## config.mk

```make
export PLATFORM = sky130hd
export DESIGN_NAME = regbus_master
export DESIGN_NICKNAME = d
export VERILOG_FILES = /design/src/rtl/regbus_master.sv
export SDC_FILE = /design/constraint.sdc
export NUM_CORES = 1
export LEC_CHECK = 0
export CAP_MARGIN = 40
export CORE_ASPECT_RATIO = 1.1
export CORE_UTILIZATION = 45
export CTS_BUF_LIST = sky130_fd_sc_hd__clkbuf_4 sky130_fd_sc_hd__clkbuf_8
export DETAILED_ROUTE_END_ITERATION = 16
export PLACE_DENSITY = 0.83
export SETUP_SLACK_MARGIN = 0.2
export SLEW_MARGIN = 20
export SYNTH_ARGS = -nofsm -noshare
export SYNTH_HDL_FRONTEND = slang
export SYNTH_SLANG_ARGS = --single-unit
```

## constraint.sdc

```tcl
create_clock -name clk -period 2.1 [get_ports clk]
set_input_delay 0.525 -clock clk [delete_from_list [all_inputs] [get_ports clk]]
set_output_delay 0.525 -clock clk [all_outputs]
set_load 0.02 [all_outputs]
```

## src/rtl/regbus_master.sv

```systemverilog
`default_nettype none
// ============================================================================
// Module   : regbus_master
// Purpose  : Single-outstanding register bus master. Turns a valid/ready request
//            into a one-cycle select/write-enable bus access. The response is
//            held until it is consumed. Define REGBUS_ADDR_CHECK_EN to flag
//            addresses >= NREGS through rsp_err.
// Revision : 1.0 - initial release
// ============================================================================
module regbus_master #(
  parameter int WIDTH = 16,
  parameter int NREGS = 8,
  parameter int AW    = 3
) (
  input  logic             clk,
  input  logic             rstn,
  input  logic             req_valid,
  output logic             req_ready,
  input  logic             req_write,
  input  logic [AW-1:0]    req_addr,
  input  logic [WIDTH-1:0] req_wdata,
  output logic             rsp_valid,
  input  logic             rsp_ready,
  output logic [WIDTH-1:0] rsp_rdata,
  output logic             rsp_err,
  output logic [NREGS-1:0] sel_n,
  output logic             we_n,
  output logic [WIDTH-1:0] bus_wdata,
  input  logic [WIDTH-1:0] bus_rdata
);

  localparam logic [1:0] S_IDLE   = 2'd0;
  localparam logic [1:0] S_ACCESS = 2'd1;
  localparam logic [1:0] S_RESP   = 2'd2;

  logic [1:0]       r_state, w_state_nxt;
  logic             r_req_ready, w_req_ready_nxt;
  logic [NREGS-1:0] r_sel_n, w_sel_n_nxt;
  logic             r_we_n, w_we_n_nxt;
  logic [WIDTH-1:0] r_bus_wdata, w_bus_wdata_nxt;
  logic             r_rsp_valid, w_rsp_valid_nxt;
  logic [WIDTH-1:0] r_rsp_rdata, w_rsp_rdata_nxt;
  logic             r_rsp_err, w_rsp_err_nxt;
  logic             r_write;
  logic             w_accept;
  logic             w_addr_err;

  // r_req_ready is only ever set while heading into IDLE, so it implies IDLE
  assign w_accept = req_valid & r_req_ready;

`ifdef REGBUS_ADDR_CHECK_EN
  logic [AW-1:0] r_addr;

  always_ff @(posedge clk) begin
    if (!rstn)
      r_addr <= '0;
    else if (w_accept)
      r_addr <= req_addr;
  end

  assign w_addr_err = (32'(r_addr) >= NREGS);
`else
  assign w_addr_err = 1'b0;
`endif

  always_ff @(posedge clk) begin
    if (!rstn)
      r_state <= S_IDLE;
    else
      r_state <= w_state_nxt;
  end

  always_comb begin
    w_state_nxt = r_state;
    case (r_state)
      S_IDLE:   if (w_accept) w_state_nxt = S_ACCESS;
      S_ACCESS: w_state_nxt = S_RESP;
      S_RESP:   if (rsp_ready) w_state_nxt = S_IDLE;
      default:  w_state_nxt = S_IDLE;
    endcase
  end

  // Next values of every registered output; the shift drops out-of-range selects
  always_comb begin
    w_req_ready_nxt = (w_state_nxt == S_IDLE);
    w_sel_n_nxt     = '1;
    w_we_n_nxt      = 1'b1;
    w_bus_wdata_nxt = r_bus_wdata;
    w_rsp_valid_nxt = r_rsp_valid;
    w_rsp_rdata_nxt = r_rsp_rdata;
    w_rsp_err_nxt   = r_rsp_err;
    case (r_state)
      S_IDLE: begin
        if (w_accept) begin
          w_sel_n_nxt = ~(NREGS'(1) << req_addr);
          w_we_n_nxt  = ~req_write;
          if (req_write)
            w_bus_wdata_nxt = req_wdata;
        end
      end
      S_ACCESS: begin
        w_rsp_valid_nxt = 1'b1;
        w_rsp_err_nxt   = w_addr_err;
        w_rsp_rdata_nxt = (r_write || w_addr_err) ? '0 : bus_rdata;
      end
      S_RESP: begin
        if (rsp_ready)
          w_rsp_valid_nxt = 1'b0;
      end
      default: ;
    endcase
  end

  always_ff @(posedge clk) begin
    if (!rstn) begin
      r_req_ready <= 1'b0;
      r_sel_n     <= '1;
      r_we_n      <= 1'b1;
      r_bus_wdata <= '0;
      r_rsp_valid <= 1'b0;
      r_rsp_rdata <= '0;
      r_rsp_err   <= 1'b0;
      r_write     <= 1'b0;
    end else begin
      r_req_ready <= w_req_ready_nxt;
      r_sel_n     <= w_sel_n_nxt;
      r_we_n      <= w_we_n_nxt;
      r_bus_wdata <= w_bus_wdata_nxt;
      r_rsp_valid <= w_rsp_valid_nxt;
      r_rsp_rdata <= w_rsp_rdata_nxt;
      r_rsp_err   <= w_rsp_err_nxt;
      if (w_accept)
        r_write <= req_write;
    end
  end

  assign req_ready = r_req_ready;
  assign sel_n     = r_sel_n;
  assign we_n      = r_we_n;
  assign bus_wdata = r_bus_wdata;
  assign rsp_valid = r_rsp_valid;
  assign rsp_rdata = r_rsp_rdata;
  assign rsp_err   = r_rsp_err;

endmodule
`default_nettype wire

```

==> flow_summary.toml, run 1 <==
[synth]
syn-num-nets = 224
ys.flop_type = "dfxtp_1"
syn_inst = 184
yosysWarnings = 0
synth_top_area_cell = "dfxtp_1"
syn_area_um2 = 1810
synth_top_area_frac = 0.509
synthArstFlopShare = 0
ys_seq_elements = 46
synth_area_leaders = "dfxtp_1, nand2_1, mux2i_1, nand3b_1, a21boi_0"
synth_edf_count = 0
yosysUniqueCellTypes = 26
syn_area_per_cell_um2 = 9.83
ys_seq_area_frac = 0.509

[routing]
drt_iter0_markers = 97
dr.pass1.iters = 4
drt-total-wl_um = 3810
viasPerCell = 4.75
wl_per_cell_um = 12.1
ant_nets = 0
vias = 1492
drc_errors = 0

[sta]
fin_skew_ps = 3.95
setup_viol = 0
rsz0062_at_grt = "false"
relSlewSlack = 0.603
tightest_slew_ps = 596
finalHoldViolCount = 0
hold_ws_ps = 450
slew_viol_final = 0
finalCritPeriodShare = 0.852
fin_crit_ps = 1790
finalSetupTns_ps = 0
fmax_ghz = 0.559

[clock_network]
clk_pin_slew_ps = 80
cts-htree-levels = 2
cts_buffers = 5
insertion_delay_ps = 290
post_cts_buffers = 0
hold_buffers = 0
post_cts_resized = 0
tritoncts = "yes"
max-clock-path-buffers = 2
cts_root_buffer = "clkbuf_8"
cts_sinks = 46

[layout]
final_cell_area_um2 = 2740
final_common_cell = "clkdlybuf4s50_1"
drive_above_1_share = 0.0644
regArea_um2 = 921
multiInputGateArea_um2 = 791
fin_util = 0.732
n_antenna_cell = 0
fill_cells = 305
area_growth_pct = 51.5
instances_no_fill = 314
final_cell_mix = "clkdlybuf4s50_1, nand2_1, dfxtp_1"
nets = 303

[critical_path]
rrSetupSlack_ps = 680
max_stage_delay_ps = 620
cp.arrival_ps = 1270
worstPathRequired_ps = 1570
critPathKind = "reg -> out"
worstPathMaxFanout = 3
cpMaxStageDelayCell = "clkdlybuf4s50_1"
startpoint_type = "flip-flop"
crit_chain = "clkdlybuf4s50_1"
path_buf_inv = 1
cp_top_family = "buffers and inverters"
crit_path_end_kind = "primary output"

[power_and_ir_drop]
p_leak_nw = 0.971
irDropWorstVdd_v = 0.000525
p_per_area_nw_per_um2 = 659

[grt]
grt_overflow = 0
grt_use_met2 = 0.303
gr-usage-met1 = 0.197
grt_pass1_wl_um = 5710
grt_usage = 0.172
grt_max_degree = 53
met3_usage = 0.0517
top_usage_layer = "met2"
antenna_found_initial = 0
grt_pass1_vias = 1310

[floorplan]
core_um2 = 3740
die_y_um = 68.5
io_pins = 84
die_w_um = 62.4
die_area_um2 = 4280
fp-row-count = 23
initial_core_util = 0.483

[worst_hold_path]
hp-class = "reg -> reg"

[placement]
place_hpwl_um = 2660
dp.cells = 306
placed_area_um2 = 2630
routabilityCongestion = 0.691
port_buffers = 82

[outcome]
outcome = "finished, final reports clean"

[run]
drv_cap = 0
==> report_power, final <==
part	internal [mW]	switching, mW	leakage [nW]	total (mW)
clock	0.350	0.280	0.0579	0.630
sequential	0.899	0.0190	0.373	0.918
combinational	0.146	0.110	0.540	0.256
total	1.40	0.409	0.971	1.80
==> synth_stat cells (2+ instances only) <==
| master | number |
|---|---|
| a21boi_0 | 9 |
| nand4b_1 | 2 |
| dfxtp_1 | 46 |
| nand3_1 | 3 |
| nand2_1 | 53 |
| nor2_1 | 2 |
| a21boi_1 | 8 |
| buf_4 | 2 |
| clkbuf_1 | 6 |
| buf_6 | 3 |
| nor3_4 | 2 |
| mux2i_1 | 16 |
| nand3b_1 | 19 |
==> cell families (layout without fill, tap and decap cells) <==
group	after synthesis	in the layout	share of synthesized area
AO/OA/AOI/OAI	21	21	0.0893
buffers and inverters	13	93	0.0533
flip-flops	46	46	0.509
multiplexers	16	16	0.0886
other	1	1	0.00207
AND/OR/NAND/NOR	87	87	0.257
==> worst paths after layout <==
check | end | depth (start not counted) | startpoint
max | req_ready | 1 | req_ready
min | rsp_rdata[8] | 2 | rsp_rdata[8]
min reg2reg | rsp_rdata[8] | 2 | rsp_rdata[8]
max reg2reg | rsp_rdata[5] | 3 | r_state[1]
==> cell type report <==
type | instances | area share
clock buffer | 5 | 0.0251
timing repair buffer | 85 | 0.312
clock inverter | 3 | 0.0146
tap | 50 | 0.0228
sequential | 46 | 0.336
multi-input combinational | 125 | 0.289
==> layer usage <==
metal | up-vias | part of all wire
met5 | - | 0
met4 | 0 | 0.0089
met3 | 4 | 0.063
met2 | 51 | 0.48
met1 | 669 | 0.45
li1 | 768 | -
==> metrics by stage <==
stage | setup slack [ps] | power [mW]
5_1_grt | 281 | 1.88
2_1_floorplan | 664 | 1.06
4_1_cts | 295 | 1.82
3_3_place_gp | 298 | 1.19
3_5_place_dp | 255 | 1.20
6_report | 310 | 1.80
==> sequential cells by signal (all words and copies together) (netlist names) <==
name and cells:
rsp_valid 1, sel_n 8, bus_wdata 16, req_ready 1, rsp_rdata 16, r_write 1
r_state 2, we_n 1
(Power assumes the default switching activity.)
==> run 2, diff against run 1 <==
--- a/config.mk
+++ b/config.mk
@@ -10,9 +10,9 @@
 export CORE_UTILIZATION = 45
 export CTS_BUF_LIST = sky130_fd_sc_hd__clkbuf_4 sky130_fd_sc_hd__clkbuf_8
 export DETAILED_ROUTE_END_ITERATION = 16
+export HOLD_SLACK_MARGIN = 0.06
 export PLACE_DENSITY = 0.83
 export SETUP_SLACK_MARGIN = 0.2
-export SLEW_MARGIN = 20
 export SYNTH_ARGS = -nofsm -noshare
 export SYNTH_HDL_FRONTEND = slang
 export SYNTH_SLANG_ARGS = --single-unit
==> results of run 2 <==
The final DEF is identical to that of run 1; final timing and power are the same.
==> run 3, diff against run 2 <==
--- a/config.mk
+++ b/config.mk
@@ -7,6 +7,7 @@
 export LEC_CHECK = 0
 export CAP_MARGIN = 40
 export CORE_ASPECT_RATIO = 1.1
+export CORE_MARGIN = 5
 export CORE_UTILIZATION = 45
 export CTS_BUF_LIST = sky130_fd_sc_hd__clkbuf_4 sky130_fd_sc_hd__clkbuf_8
 export DETAILED_ROUTE_END_ITERATION = 16
@@ -16,3 +17,4 @@
 export SYNTH_ARGS = -nofsm -noshare
 export SYNTH_HDL_FRONTEND = slang
 export SYNTH_SLANG_ARGS = --single-unit
+export TNS_END_PERCENT = 20
==> flow_summary.toml, run 3 (synthesis gave the netlist of run 1 again) <==
[critical_path]
endpoint = "req_ready"
max_stage_delay_ps = 620
r2r_start = "r_state[1]"
crit_path_end_kind = "primary output"
cpMaxStageDelayCell = "clkdlybuf4s50_1"
worstPathRequired_ps = 1570
worstPathMaxFanout = 3
cp.depth = 1
path_buf_inv = 1
critPathKind = "reg -> out"
crit_chain = "clkdlybuf4s50_1"
rrSetupSlack_ps = 670
reg2reg_depth = 3
startpoint_type = "flip-flop"
worstReg2RegEnd = "rsp_rdata[15]"
cp.arrival_ps = 1270
setup.worst_path.start = "req_ready"
cp_top_family = "buffers and inverters"

[clock_network]
clk_pin_slew_ps = 80
hold_buffers = 0
tritoncts = "yes"
cts_root_buffer = "clkbuf_8"
post_cts_resized = 0
max-clock-path-buffers = 2
post_cts_buffers = 0
cts_buffers = 5
cts-htree-levels = 2
cts_sinks = 46
insertion_delay_ps = 290

[layout]
final_cell_mix = "clkdlybuf4s50_1, nand2_1, dfxtp_1"
fill_cells = 310
instances_no_fill = 316
n_antenna_cell = 0
drive_above_1_share = 0.0644
area_growth_pct = 50.9
final_common_cell = "clkdlybuf4s50_1"
regArea_um2 = 921
nets = 303
multiInputGateArea_um2 = 791

[floorplan]
initial_core_util = 0.460
die_w_um = 70.4
die_y_um = 76.5
fp-row-count = 24
core_um2 = 3930
io_pins = 84
die_area_um2 = 5390

[power_and_ir_drop]
p_per_area_nw_per_um2 = 632
power_mw = 1.72
p_leak_nw = 0.965
irDropWorstVdd_v = 0.000470

[sta]
relSlewSlack = 0.590
rsz0062_at_grt = "false"
fmax_ghz = 0.556
finalCritPeriodShare = 0.857
finalHoldViolCount = 0
slew_viol_final = 0
setup_viol = 0
tightest_slew_ps = 615
finalSetupTns_ps = 0
fin_skew_ps = 3.32
fin_crit_ps = 1800

[routing]
vias = 1512
wl_per_cell_um = 12.7
ant_nets = 0
drt_iter0_markers = 91
drc_errors = 0
dr.pass1.iters = 4
viasPerCell = 4.78
drt-total-wl_um = 4010

[outcome]
outcome = "finished, final reports clean"

[grt]
grt_pass1_wl_um = 6620
antenna_found_initial = 0
grt_max_degree = 53
grt_overflow = 0
grt_usage = 0.150
grt_pass1_vias = 1425

[worst_hold_path]
hp-class = "reg -> reg"

[placement]
port_buffers = 82
routabilityCongestion = 0.718
dp.cells = 308
place_hpwl_um = 2880

[run]
drv_cap = 0
## run 3: cell types whose count changed in the layout (fill, tap and decap cells not counted)
cell       previous run  this run
bufinv_16             1         0
clkbuf_4              0         1
clkbuf_8              5         6
clkinv_2              2         1
## run 3: through the flow
step,cell area (µm²),utilization,setup WS (ps),hold slack (ps)
floorplan,1810,-,664,527
global placement,2630,0.669,297,438
detailed placement,2630,0.669,251,444
CTS,2730,0.693,288,456
global route,2730,0.693,254,464
finish,2730,0.693,301,450
## run 3: worst min-delay path by stage
stage / startpoint / endpoint / depth (start not counted)
floorplan: rsp_rdata[10] / rsp_rdata[10] / 2
global placement: rsp_rdata[9] / rsp_rdata[9] / 2
detailed placement: rsp_rdata[11] / rsp_rdata[11] / 2
CTS: rsp_rdata[11] / rsp_rdata[11] / 2
global route: rsp_rdata[11] / rsp_rdata[11] / 2
finish: rsp_rdata[11] / rsp_rdata[11] / 2
## run 3: power breakdown
| group | switching, mW | total (mW) | internal, mW |
|---|---|---|---|
| logic | 0.109 | 0.255 | 0.146 |
| registers | 0.0191 | 0.918 | 0.899 |
| clock network | 0.272 | 0.551 | 0.278 |
| total | 0.400 | 1.72 | 1.32 |
## run 3: metal layers
metal  track usage  vias to the layer above  share of wire
li1              -                      772              -
met1         0.178                      683           0.44
met2         0.243                       55           0.47
met3        0.0673                        2          0.083
met4        0.0402                        0         0.0047
met5             0                        -              0
## run 3: tightest hold or removal path, stage by stage (launching register included)
cell      delay, ps
dfxtp_1         310
nand2_1          50
a21boi_1         50
## run 3: final cells by class
class / instances / area share
Multi-Input combinational cell: 125 / 0.290
Sequential cell: 46 / 0.338
Clock inverter: 1 / 0.00183
Timing Repair Buffer: 85 / 0.314
Tap cell: 52 / 0.0239
Clock buffer: 7 / 0.0330
